### src/rtl/cond_logic.sv
// Conditional-execution unit: evaluates the condition field against the
// stored NZCV flags, gates the decoder's write requests, maintains the
// architectural flags and counts executed versus squashed instructions.
module cond_logic #(
    parameter int CNT_W = 16
) (
    input  logic             clk,
    input  logic             reset,
    input  logic             Valid,
    input  logic [3:0]       Cond,
    input  logic [3:0]       ALUFlags,
    input  logic [1:0]       FlagW,
    input  logic             PCS,
    input  logic             RegW,
    input  logic             MemW,
    output logic             PCSrc,
    output logic             RegWrite,
    output logic             MemWrite,
    output logic             CondEx,
    output logic [3:0]       Flags,
    output logic [CNT_W-1:0] ExecCount,
    output logic [CNT_W-1:0] SkipCount
);

    localparam logic [CNT_W-1:0] CNT_MAX = '1;

    logic             cond_pass;
    logic             issue;
    logic             exec_now;
    logic [1:0]       flag_we;
    logic [CNT_W-1:0] exec_cnt_reg;
    logic [CNT_W-1:0] skip_cnt_reg;
    logic [CNT_W-1:0] exec_cnt_next;
    logic [CNT_W-1:0] skip_cnt_next;

    // Condition evaluation uses only the stored flags, so a flag write is
    // seen by the following instruction and never bypassed.
    always_comb begin
        cond_pass = 1'b0;
        case (Cond)
            4'b0000: cond_pass = Flags[2];
            4'b0001: cond_pass = ~Flags[2];
            4'b0010: cond_pass = Flags[1];
            4'b0011: cond_pass = ~Flags[1];
            4'b0100: cond_pass = Flags[3];
            4'b0101: cond_pass = ~Flags[3];
            4'b0110: cond_pass = Flags[0];
            4'b0111: cond_pass = ~Flags[0];
            4'b1000: cond_pass = Flags[1] & ~Flags[2];
            4'b1001: cond_pass = ~Flags[1] | Flags[2];
            4'b1010: cond_pass = (Flags[3] == Flags[0]);
            4'b1011: cond_pass = (Flags[3] != Flags[0]);
            4'b1100: cond_pass = ~Flags[2] & (Flags[3] == Flags[0]);
            4'b1101: cond_pass = Flags[2] | (Flags[3] != Flags[0]);
            4'b1110: cond_pass = 1'b1;
            default: cond_pass = 1'b0;
        endcase
    end

    assign issue    = Valid;
    assign exec_now = Valid & cond_pass;
    assign CondEx   = cond_pass;
    assign PCSrc    = PCS  & exec_now;
    assign RegWrite = RegW & exec_now;
    assign MemWrite = MemW & exec_now;

    // Half 1 is {N,Z}, half 0 is {C,V}; each has its own write enable.
    assign flag_we = FlagW & {2{exec_now}};

    generate
        for (genvar gi = 0; gi < 2; gi++) begin : g_flag_half
            logic [1:0] half_reg;

            // Each flag half loads from the ALU only when its enable is set.
            always_ff @(posedge clk) begin
                if (reset) begin
                    half_reg <= 2'b00;
                end else if (flag_we[gi]) begin
                    half_reg <= ALUFlags[2*gi +: 2];
                end
            end

            assign Flags[2*gi +: 2] = half_reg;
        end
    endgenerate

    // Saturating increments: exactly one counter advances per valid slot.
    always_comb begin
        exec_cnt_next = exec_cnt_reg;
        skip_cnt_next = skip_cnt_reg;
        if (issue) begin
            if (cond_pass) begin
                if (exec_cnt_reg != CNT_MAX) exec_cnt_next = exec_cnt_reg + 1'b1;
            end else begin
                if (skip_cnt_reg != CNT_MAX) skip_cnt_next = skip_cnt_reg + 1'b1;
            end
        end
    end

    // Counter registers; reset overrides any increment in the same cycle.
    always_ff @(posedge clk) begin
        if (reset) begin
            exec_cnt_reg <= '0;
            skip_cnt_reg <= '0;
        end else begin
            exec_cnt_reg <= exec_cnt_next;
            skip_cnt_reg <= skip_cnt_next;
        end
    end

    assign ExecCount = exec_cnt_reg;
    assign SkipCount = skip_cnt_reg;

endmodule

### config.mk
export PLATFORM = sky130hd
export DESIGN_NAME = cond_logic
export DESIGN_NICKNAME = d
export VERILOG_FILES = /design/src/rtl/cond_logic.sv
export SDC_FILE = /design/constraint.sdc
export NUM_CORES = 1
export LEC_CHECK = 0
export ABC_AREA = 1
export CORE_AREA = 2 2 88 90
export DETAILED_ROUTE_END_ITERATION = 16
export DIE_AREA = 0 0 90 92
export PLACE_DENSITY = 0.57
export SETUP_SLACK_MARGIN = 0.15
export SYNTH_ARGS = -nofsm -noshare
export SYNTH_HDL_FRONTEND = slang
export SYNTH_SLANG_ARGS = --single-unit
### constraint.sdc
create_clock -name clk -period 1.8 [get_ports clk]
set_clock_uncertainty 0.2 [all_clocks]
set_input_delay 0.36 -clock clk [delete_from_list [all_inputs] [get_ports clk]]
set_output_delay 0.36 -clock clk [all_outputs]
set_load 0.05 [all_outputs]
* After elaboration in Yosys (flattened, before gate mapping)
Index checks and enable logic that the tools add are counted.
Storage, ports and cells: logic and storage cells 42, output and inout bits 40, input port bits 16, flip-flop bits (word level) 36
Cells by class: muxes and demuxes 1, add/sub/neg operators 2, bitwise logic cells 14, equality and inequality tests 18, reduce and logical (&&, ||, !) cells 3
Operators by type and width (count):
- $add A16 B1 Y16 const B | 2
- $ne A16 B16 Y1 const B | 2
- $eq A4 B4 Y1 const B | 7
- $eq A4 B3 Y1 const B | 4
- $pmux W1 S15 | 1
- $eq A4 B2 Y1 const B | 2
- $and A1 B1 Y1 | 6
- $reduce_and A3 Y1 | 2
- $not A1 Y1 | 5
- $eq A4 B1 Y1 const B | 1
- $logic_not A4 Y1 | 1
- $and A2 B2 Y2 | 1
- $or A1 B1 Y1 | 2
- $eq A1 B1 Y1 | 1
- $ne A1 B1 Y1 | 1

* Logic depth before layout (Yosys ltp)
depth after elaboration 5, depth in mapped cells 14, depth with buffers taken out 13

* Worst setup path after synthesis
OpenSTA, ideal clock, no wires.
kind register -> output, start point reg g_flag_half[0].half_reg[0], end point out MemWrite, arrival 2.363 ns, required time 1.240 ns, path buffers 1, cell stages (with the launch flop) 12, slack -1.123 ns, cell sequence dfxtp_1 > inv_1 > nand2_1 > nand2_2 > nand2_2 > nand3_1 > nand2_2 > nor2_4 > nand2_4 > buf_4 > nand2_1 > nor2_1
Between the ends: longest elaborated chain between the ends 5, elaborated cells between the ends (all ways) 8, those cells by class eq/ne (2); mux (1); bitwise (5)
RTL lines:
- from (decl) | line 72 | logic [1:0] half_reg;
- from (signal assigned) | line 79 | half_reg <= ALUFlags[2*gi +: 2];
- $ne A1 B1 Y1 or $eq A1 B1 Y1 (tied branches)
- $or A1 B1 Y1 or $and A1 B1 Y1 (tied branches) | line 54, 53
- $pmux W1 S15 (*) | line 40 | case (Cond)
- net CondEx | line 19 | output logic CondEx,
- $and A1 B1 Y1 (*) | line 61 | assign exec_now = Valid & cond_pass;
- $and A1 B1 Y1 (*) | line 65 | assign MemWrite = MemW & exec_now;
- to (decl) | line 18 | output logic MemWrite,
The timed path passes the listed nets; every way through them passes the cells marked *.

* Worst setup path in the final report
start point reg g_flag_half[1].half_reg[1], end point out PCSrc
Between the ends: longest elaborated chain between the ends 5, elaborated cells between the ends (all ways) 8, those cells by class eq/ne (2); mux (1); bitwise (5)
RTL lines:
- from (decl) | line 72
- from (signal assigned) | line 79
- $ne A1 B1 Y1 or $eq A1 B1 Y1 (tied branches)
- $or A1 B1 Y1 or $and A1 B1 Y1 (tied branches) | line 54, 53
- $pmux W1 S15 (*) | line 40
- $and A1 B1 Y1 (*) | line 61
- $and A1 B1 Y1 (*) | line 63 | assign PCSrc = PCS & exec_now;
- to (decl) | line 16 | output logic PCSrc,
Every way passes the cells marked *; elsewhere a longest branch is shown, timed or not.

==> flow_summary.ini <==
[power_and_ir_drop]
total_leakage_power_nw = 1.97
totalPowerFinal_w = 0.00219
p_per_area_nw_per_um2 = 500
peakVddDrop_uv = 293

[worst_setup_path]
cp.arrival_ns = 1.55
worst_r2r_path_depth = 17
worst-r2r-setup-slack_ns = -0.23
criticalPathCategory = flip-flop to output port
worst-endpoint-required_ns = 1.24
timing.rr.start = g_flag_half[0].half_reg[0]
path_max_fanout = 4
worst_setup_path_end_kind = output port
crit-reg2reg-capture = SkipCount[11]
start_kind = flip-flop

[floorplan]
design.core.area_um2 = 7450
dieArea_um2 = 8280
floorplan.initialDensity = 0.334
num_rows = 32
die_x_extent_um = 90
die_h_um = 92
boundaryPins = 56

[timing]
max_freq_mhz = 473
timing.final.ws_setup_ns = -0.314
minimum_period_implied_by_the_final_worst_setup_slack_ns = 2.11
worst_slew_margin_relative_to_its_limit = 0.813
timing.final.hold_violations = 0
rsz0062_at_grt = true
worst_pin_slew_ns = 0.280
finalMaxSlewViolations = 0
final.period_utilization = 1.17
setup_viol_count_final = 30

[layout]
layout_common_cells = 96 x nand2_1, 71 x nor2_1, 63 x inv_1
flow.area_growth_from_synthesis_pct = 76.2
diodes = 0
nNetsFinal = 534
post_route_cells_drive_above_1_share = 0.387
final_common_cell = nand2_1

[hold_path]
min_from = ExecCount[8]
hp-class = flip-flop to flip-flop
min_to = ExecCount[8]
hold-path-cell-count = 2

[synth]
syn-cell-area_um2 = 2480
synth_top_family_by_area = simple AND/OR/NAND/NOR gates
syn-num-nets = 433
syn-mean-instance-area_um2 = 5.99
synth.area.mux_share = 0
ys.flop_type = dfxtp_1
synthesis_warning_total = 0
yosys.area_share.simple = 0.485
synth-seq-area-share = 0.290
number_of_synthesized_flops_with_an_enable_pin = 0
synth-compound-area-share = 0.0478
xor_xnor_portion_of_the_synthesized_cell_area = 0.0247
yosys.area_share.adder = 0.0101
yosys_register_bits = 36
synthesis.instances = 415
async_reset_ff_frac = 0
synth.lib_cells_used.distinct = 32

[clock_tree]
clock_sink_count = 36
clkLatencyLatePin_ns = 0.29
num_cts_buffers = 5
cts.root.buffer_cell = clkbuf_8
ctsHtreeMaxLevel = 2
clock_tree.buffer_depth = 2
cts.clk_slew.worst_paths_ns = 0.08
cts_tree = done

[detailed_routing]
routed-via-count = 2879
drc = 0
detailedRoute.firstIterationViolations = 109
route.detailed.wl_per_inst_um = 11.5
drt.antenna.violating_nets = 0
drt_pass1_iterations = 4
route.detailed.vias_per_inst = 4.65
drt_wirelength_mm = 7.15

[placed_design]
globalplace.congestion = 0.848
hpwl_mm = 5.24
place_worst_setup_slack_ns = -0.767
port-buffer-count = 55

[job]
timing.max_cap.violations = 0

[global_routing]
grt_max_degree = 26
grt_antenna_before_repair = 0
grt_pass1_wl_mm = 12.4
globalRouteOverflowTotal = 0
grt.total_usage = 0.179
via_count_of_the_first_global_routing_pass = 2777

[outcome]
failed_checks = negative setup slack
outcome = finished, violations left
==> how the worst max path moves through the flow <==
stage	startpoint	endpoint	slack [ns]
2_1_floorplan	Cond[1]	MemWrite	-0.29
3_3_place_gp	Cond[0]	CondEx	-0.73
3_5_place_dp	Cond[0]	CondEx	-0.77
4_1_cts	g_flag_half[0].half_reg[0]	RegWrite	-0.34
5_1_grt	g_flag_half[0].half_reg[0]	RegWrite	-0.43
6_report	g_flag_half[1].half_reg[1]	PCSrc	-0.31
==> metrics by stage <==
step                      TNS, ns  area, um^2  utilization  hold WS, ns  instances
after floorplan            -0.857        2760            -        0.219        415
after global placement     -25.84        3980        0.535        0.308        596
after detailed placement   -27.66        3980        0.535        0.310        596
after CTS                   -4.55        4320        0.580        0.324        618
after global routing        -9.66        4380        0.588        0.353        619
final                       -4.28        4380        0.588        0.323        619
==> layer usage <==
metal  wire [um]  GRT usage
met1        3130      0.221
met2        3730      0.324
met3         232     0.0255
met4          55     0.0538
met5           0          0
==> power breakdown <==
group,internal [W],switching (W),total (W)
clock,0.000311,0.000305,0.000617
combinational,0.000348,0.000380,0.000728
sequential,0.000805,0.0000391,0.000844
total,0.00146,0.000724,0.00219
==> final cells by class <==
cell class	count	area [um^2]
inverters	70	268
clock buffers	7	86.3
well taps	102	128
multi-input cells	296	1680
flip-flops and latches	36	811
clock inverters	1	7.51
repair buffers	107	1400
fillers	690	3070
==> synth_stat cells (2+ instances only) <==
cell type    n  area share
nand2_2      6       0.015
ha_1         2       0.010
clkbuf_1     2      0.0030
nand4_1     30       0.076
buf_1        3      0.0045
buf_2        3      0.0060
o21bai_2     2      0.0091
buf_6        3       0.014
buf_4        3      0.0091
nand3_2      2      0.0081
a21oi_1      8       0.016
nand2_1    103        0.16
xor2_1       4       0.014
inv_1       68        0.10
o21ai_0      8       0.016
nor2_1      84        0.13
xnor2_1      3       0.011
dfxtp_1     36        0.29
nor3_1       3      0.0060
nand3_1     30       0.060
==> critical path, cell delays in order, from the launching register on <==
cell and delay [ns]:
dfxtp_4 0.38, inv_4 0.04, nand2_2 0.06, nand2_2 0.05
nand2_2 0.07, nand3_1 0.08, nand2_2 0.10, nor2_4 0.05
nand2_4 0.09, nand2_8 0.07, nor2_4 0.11, buf_8 0.15
==> kinds of logic after synthesis <==
logic type / Yosys count
buffers and inverters: 84
and+or+nand+nor: 266
adders and majority gates: 2
xor gates and xnor gates: 7
AOI/OAI and AO/OA: 20
DFF: 36
==> what timing repair did <==
item / 4_1_cts / 5_1_grt
gates resized for setup: 53 / 12
hold buffers: 0 / 0
cloned: 2 / 0
endpoints found under the setup margin: 40 / 40
pin swaps: 9 / 5
buffers inserted: 12 / 1
Power figures use the tool's default switching activity.
